===== config.mk =====
export PLATFORM = sky130hd
export DESIGN_NAME = dec_stage
export DESIGN_NICKNAME = d
export VERILOG_FILES = /design/src/rtl/dec_stage.sv
export SDC_FILE = /design/constraint.sdc
export NUM_CORES = 2
export LEC_CHECK = 0
export ABC_AREA = 1
export CORE_UTILIZATION = 30
export DETAILED_ROUTE_END_ITERATION = 12
export PLACE_DENSITY = 0.5
export SYNTH_ARGS = -nofsm -noshare
export SYNTH_HDL_FRONTEND = slang
export SYNTH_SLANG_ARGS = --single-unit

===== constraint.sdc =====
create_clock -name clk -period 7.85 [get_ports clk]
set_input_delay 1.57 -clock clk [delete_from_list [all_inputs] [get_ports clk]]
set_output_delay 1.57 -clock clk [all_outputs]
set_load 0.01 [all_outputs]

===== src/rtl/dec_stage.sv =====
// dec_stage: instruction register, 32x32 register file with write-to-read bypass and immediate extender
module dec_stage #(
  parameter int DATA_W = 32,
  parameter logic [31:0] NOP_WORD = 32'h0,
  parameter bit BYPASS = 1'b1
) (
  input  logic              clk,
  input  logic              Reset,
  input  logic [31:0]       Instr,
  input  logic              IR_LdEn,
  input  logic              Flush,
  input  logic              RF_B_sel,
  input  logic [1:0]        ImmExt,
  input  logic              RF_WrEn,
  input  logic [4:0]        RF_WrAddr,
  input  logic              RF_WrData_sel,
  input  logic [DATA_W-1:0] ALU_out,
  input  logic [DATA_W-1:0] MEM_out,
  output logic [31:0]       IR_out,
  output logic              Valid,
  output logic [DATA_W-1:0] RF_A,
  output logic [DATA_W-1:0] RF_B,
  output logic [DATA_W-1:0] Immed
);
  logic [DATA_W-1:0] rf [32];
  logic [DATA_W-1:0] wd, sx;
  logic [4:0] ra, rb;
  logic [15:0] imm;
  logic we;
  assign wd = RF_WrData_sel ? MEM_out : ALU_out;
  assign we = Reset && RF_WrEn && (RF_WrAddr != 5'd0);
  assign ra = IR_out[25:21];
  assign rb = RF_B_sel ? IR_out[20:16] : IR_out[15:11];
  assign imm = IR_out[15:0];
  assign sx = {{(DATA_W-16){imm[15]}}, imm};
  always_ff @(posedge clk or negedge Reset) begin
    if (!Reset) begin
      IR_out <= NOP_WORD;
      Valid <= 1'b0;
    end else if (Flush) begin
      IR_out <= NOP_WORD;
      Valid <= 1'b0;
    end else if (IR_LdEn) begin
      IR_out <= Instr;
      Valid <= 1'b1;
    end
  end
  always_ff @(posedge clk or negedge Reset) begin
    if (!Reset) begin
      for (int i = 0; i < 32; i++) rf[i] <= '0;
    end else if (we) begin
      rf[RF_WrAddr] <= wd;
    end
  end
  always_comb begin
    RF_A = (ra == 5'd0) ? '0 : (BYPASS && we && RF_WrAddr == ra) ? wd : rf[ra];
    RF_B = (rb == 5'd0) ? '0 : (BYPASS && we && RF_WrAddr == rb) ? wd : rf[rb];
    Immed = (ImmExt == 2'd0) ? DATA_W'(imm) :
            (ImmExt == 2'd1) ? sx :
            (ImmExt == 2'd2) ? {sx[DATA_W-3:0], 2'b00} :
                               DATA_W'({imm, 16'h0});
  end
endmodule


# [Yosys cells after proc, flatten, opt, wreduce, memory -nomap -nowiden]
# Index checks and enable logic that the tools add are counted.
[totals] ff_bits=1057 inputBits=110 wordCells=77
[op_classes] n_lt_le_gt_ge=4 eq_ne=4 n_mux=22 bitwise_logic=3 reduce_logical=10
[ops] cell="bitwise mux 1024 bit" n=1
[ops] cell="two-way mux 32 bit" n=13
[ops] cell="binary-select mux 32 bit (select 5 bit)" n=2
[ops] cell="demux 32 bit (select 5 bit)" n=1
[ops] cell="two-way mux 31 bit" n=2
[ops] cell="greater-or-equal comparator 6 bit (second input constant)" n=3
[ops] cell="inverter 5 -> 6 bit" n=3
[ops] cell="== test 5 bit" n=2
[ops] cell="zero test 5 bit" n=2
[ops] cell="less-than comparator 6 x 1 -> 1 bit (second input constant)" n=1
[ops] cell="logical AND 1 bit" n=5
[ops] cell="two-way mux 5 bit" n=1
[ops] cell="nonzero test 5 bit" n=1
[ops] cell="== test 2 x 1 -> 1 bit (second input constant)" n=1
[ops] cell="== test 2 bit (second input constant)" n=1
[ops] cell="zero test 2 bit" n=1
[ops] cell="two-way mux 1 bit" n=2
[ops] cell="nonzero test 2 bit" n=1

# [Depth between registers and ports, before layout]
[depth] ltp_word=7 ltp_mapped=15 mapped_depth_nobuf=13

# [Worst setup path after synthesis]
# No wires, ideal clock.
[synth_path] path_kind="input port to output port" from="input port RF_WrAddr[0]" to="output port RF_A[1]" arrival_time_ns=3.139 required_ns=6.280 setup_slack_ns=3.141 cell_stages=10 n_path_buf=3 path_cell_list="clkbuf_1 -> nor2_2 -> nand2_2 -> nand2_4 -> inv_2 -> buf_2 -> clkbuf_1 -> nand3_1 -> nand2_1 -> a21oi_1"
[synth_between] elab_chain_len=5 word_cells_on_any_way=6 cone_classes="1 x eq/ne; 2 x mux; 3 x reduce/logical"
[synth_lines] element="from (decl)" line_no="15" source="input logic [4:0] RF_WrAddr,"
[synth_lines] element="nonzero test 5 bit" line_no="31" source="assign we = Reset && RF_WrEn && (RF_WrAddr != 5'd0);"
[synth_lines] element="logical AND 1 bit" line_no="31"
[synth_lines] element="logical AND 1 bit (*)" line_no="56" source="RF_A = (ra == 5'd0) ? '0 : (BYPASS && we && RF_WrAddr == ra) ? wd : rf[ra];"
[synth_lines] element="two-way mux 32 bit (*) (2 in a row)" line_no="56"
[synth_lines] element="to (decl)" line_no="21" source="output logic [DATA_W-1:0] RF_A,"
# Mark *: on every way between the ends. The rest lies on a longest branch, timed or not.

# [Worst setup path after layout]
[layout_path] from="input port RF_B_sel" to="output port RF_B[2]"
[layout_between] elab_chain_len=7 word_cells_on_any_way=10 cone_classes="1 x eq/ne; 6 x mux; 1 x bitwise; 2 x reduce/logical"
[layout_lines] element="from (decl)" line_no="12" source="input logic RF_B_sel,"
[layout_lines] element="two-way mux 5 bit (*)" line_no="33" source="assign rb = RF_B_sel ? IR_out[20:16] : IR_out[15:11];"
[layout_lines] element="inverter 5 -> 6 bit (not written as such)" line_no="57" source="RF_B = (rb == 5'd0) ? '0 : (BYPASS && we && RF_WrAddr == rb) ? wd : rf[rb];"
[layout_lines] element="binary-select mux 32 bit (select 5 bit)" line_no="57"
[layout_lines] element="two-way mux 32 bit (not written as such) (2 in a row)" line_no="57"
[layout_lines] element="two-way mux 32 bit" line_no="57"
[layout_lines] element="two-way mux 32 bit (*)" line_no="57"
[layout_lines] element="to (decl)" line_no="22" source="output logic [DATA_W-1:0] RF_B,"
# Mark *: on every way between the ends. The rest lies on a longest branch, timed or not. The select of a mux whose other input is x is not followed.

==> qor.csv <==
stage,metric,value,unit
setup_path,required,6.28,ns
place,post_dp_cell_area,64100,sq um
global_route,grt_antenna_before_repair,5,
synth,synthMuxAreaShare,0,
timing,period_share,0.900,
synth,synth_nets,8665,
timing,worst_pin_slew,1.21,ns
global_route,grt_overflow,0,
synth,synth_compound_area_frac,0.174,
floorplanning,die_h,447,microns
setup_path,worstPathArrival,5.50,ns
setup_path,cp-end-kind,output port,
synth,synthAdderAreaFrac,0,
power_and_ir_drop,leakagePower,30.0,nW
floorplanning,die_area,200000,sq um
clock_tree,cts_made_buffers,121,
clock_tree,cts_buffer_depth,3,
drt,drt_pass1_iterations,7,
clock_tree,post-cts-setup-buffers,0,
cells_and_area,nNetsFinal,8406,
timing,finClkSkew,0,ns
timing,slew-limit-headroom,0.193,
floorplanning,rows,163,
drt,wl,274,mm
drt,vias,60600,
clock_tree,cts-root-buf,clkbuf_16,
synth,synth-xor-area-share,0.000736,
timing,holdWs,0.395,ns
cells_and_area,nFillCells,21000,
setup_path,start_kind,input port,
drt,drt_iter0_drc,8321,
timing,maxSlewViolCount,0,
clock_tree,numClockSinks,1057,
power_and_ir_drop,ir_drop,204,uV
timing,grt_setup_unrepaired,no,
place,dp_hpwl,147,mm
floorplanning,start_util,0.302,
cells_and_area,area_delta_synth_final,14.3,%
clock_tree,htree_levels,3,
cells_and_area,stdcell_area,68000,sq um
setup_path,critPathKind,input port to output port,
timing,period_needed,7.07,ns
synth,synth_top_family_by_area,simple AND/OR/NAND/NOR gates,
global_route,grt_usage,0.269,
synth,yosys.area_share.simple,0.301,
timing,setup_tns,0,ns
timing,setup-violations-final,0,
synth,yosysSeqAreaShare,0.445,
timing,finalHoldViolCount,0,
timing,max_freq,142,MHz
place,post-place-cells,10800,
synth,ys_warn_count,0,
global_route,grt_pass1_vias,56200,
cells_and_area,multi_input_area,28800,sq um
place,gp_congestion,0.863,
flow_run,drv_cap,0,
synth,yosysUniqueCellTypes,32,
drt,viasPerCell,5.50,
floorplanning,core,197000,sq um
cells_and_area,drive_above_1_share,0.0545,
power_and_ir_drop,power_density,235,nW/um^2
clock_tree,post_cts_resized,0,
floorplanning,die_w,447,microns
synth,synth_area,59500,sq um
clock_tree,cts.clk_slew.worst_paths,0.06,ns
cells_and_area,seq_area,26500,sq um
place,numPortBuffers,238,
synth,syn_inst,8555,
clock_tree,cts_tree,built,
drt,wl_per_cell,24.8,microns
setup_path,critPathMaxFanout,120,
clock_tree,cts_hold_buffers,0,
cells_and_area,finalCoreUtilization,0.345,
synth,avgSynthCellArea,6.95,sq um
clock_tree,insertion_delay,0.77,ns
run_status,status,completed,
min_path,hold_path_class,register to register,
global_route,grt_max_degree,161,
floorplanning,ios,239,
drt,drt.antenna.violating_nets,0,
synth,synth-seq-cells,1057,
drt,post-route-drc-count,0,
cells_and_area,final_cells,11000,
global_route,grt_first_pass_wirelength,400,mm
## where the power goes
part / switching (mW) / internal (mW)
clock: 2.49 / 3.26
combinational: 2.25 / 1.17
sequential: 0.592 / 6.22
## stage by stage
stage,setup slack (ns),total power [mW]
6_report,0.784,16.0
2_1_floorplan,3.14,8.83
5_1_grt,0.724,16.7
3_5_place_dp,0.858,10.3
4_1_cts,0.843,16.0
3_3_place_gp,0.872,10.2
## state kept, by name, summed over array words and instances (netlist names)
| signal | flops |
|---|---|
| rf | 1024 |
| Valid | 1 |
| IR_out | 32 |
## layout by cell type, fill, tap and decap left out, types with 4 or more instances in the layout
| cell | netlist | final |
|---|---|---|
| nand2_1 | 2516 | 2494 |
| dfrtp_4 | 0 | 4 |
| o21ai_4 | 0 | 12 |
| nor2_1 | 704 | 702 |
| nor3_1 | 19 | 19 |
| nand3_1 | 1062 | 1060 |
| xor2_1 | 5 | 5 |
| nand4_1 | 4 | 4 |
| buf_4 | 1 | 131 |
| clkbuf_8 | 0 | 22 |
| nand3b_1 | 13 | 13 |
| inv_4 | 0 | 4 |
| o211ai_1 | 153 | 153 |
| clkinvlp_4 | 0 | 4 |
| diode_2 | 0 | 4 |
| clkdlybuf4s50_1 | 0 | 236 |
| dfrtp_1 | 1057 | 1052 |
| clkinv_2 | 0 | 17 |
| clkbuf_16 | 0 | 121 |
| nor2_2 | 6 | 5 |
| clkbuf_1 | 503 | 35 |
| inv_1 | 381 | 378 |
| o22ai_1 | 73 | 73 |
| o21ai_1 | 299 | 297 |
| inv_2 | 7 | 6 |
| o21ai_0 | 1251 | 1219 |
| nand2_4 | 6 | 34 |
| a21oi_1 | 169 | 169 |
| nand3_4 | 0 | 4 |
| buf_12 | 0 | 36 |
| bufinv_16 | 0 | 7 |
| a21boi_0 | 18 | 18 |
| o21ai_2 | 3 | 25 |
## cells by family (layout without fill, tap and decap cells)
group / Yosys count / after routing
AOI/OAI and AO/OA: 1967 / 1967
xor gates and xnor gates: 5 / 5
buffers and inverters: 1177 / 1008
DFF: 1057 / 1057
other: 0 / 4
and+or+nand+nor: 4349 / 4349
## critical path: stages
cell and delay [ns]:
clkdlybuf4s50_1 0.92, buf_4 0.24, nand2_4 0.07, nand2_4 0.27, buf_12 0.43, nand2_1 0.12
nand3_1 0.12, nand3_1 0.08, nand3_1 0.24, nand2_1 0.10, nor2_1 0.09, nor2_1 0.07
nor2_1 0.32, clkdlybuf4s50_1 0.63
## synthesized netlist by cell type, drive strengths merged
master	instances	area [sq um]
nand2	2530	9560
nor3	22	125
nand4	4	25.0
o22ai	73	457
nand3b	13	97.6
xor2	5	43.8
a21boi	18	135
nor4	3	55.1
buf	282	1360
nand3	1064	5340
inv	388	1460
or2	3	18.8
dfrtp	1057	26500
o21ai	1553	7780
nor2	710	2680
o211ai	153	1150
clkbuf	504	1890
a221oi	1	8.76
clkinv	3	11.3
a21oi	169	846
## worst paths after layout
kind | start | endpoint | slack (ns) | cells after the start
worst max-delay path | RF_B_sel | RF_B[2] | 0.78 | 14
worst min-delay path | rf[1013] | rf[1013] | 0.39 | 0
worst max register to register | IR_out[21] | IR_out[21] | 5.46 | 3
worst min register to register | rf[1013] | rf[1013] | 0.39 | 0
max in group asynchronous | Reset | rf[759] | 3.51 | 5
min in group asynchronous | Reset | rf[72] | 0.76 | 1
## metal layers
layer	vias to the layer above	GRT usage	share of wire
met1	29500	0.361	0.41
met4	0	0.130	0.054
met2	3009	0.425	0.45
met3	614	0.0354	0.081
li1	27600	-	-
met5	-	0	0
## layout make-up
type,instances,area share
timing repair buffer,404,0.0600
multi-input combinational,6321,0.423
sequential,1057,0.389
clock inverter,35,0.00612
antenna,4,0.000147
tap,2640,0.0486
inverter,391,0.0218
clock buffer,178,0.0509
No activity file was read; power rests on OpenSTA's default activity.
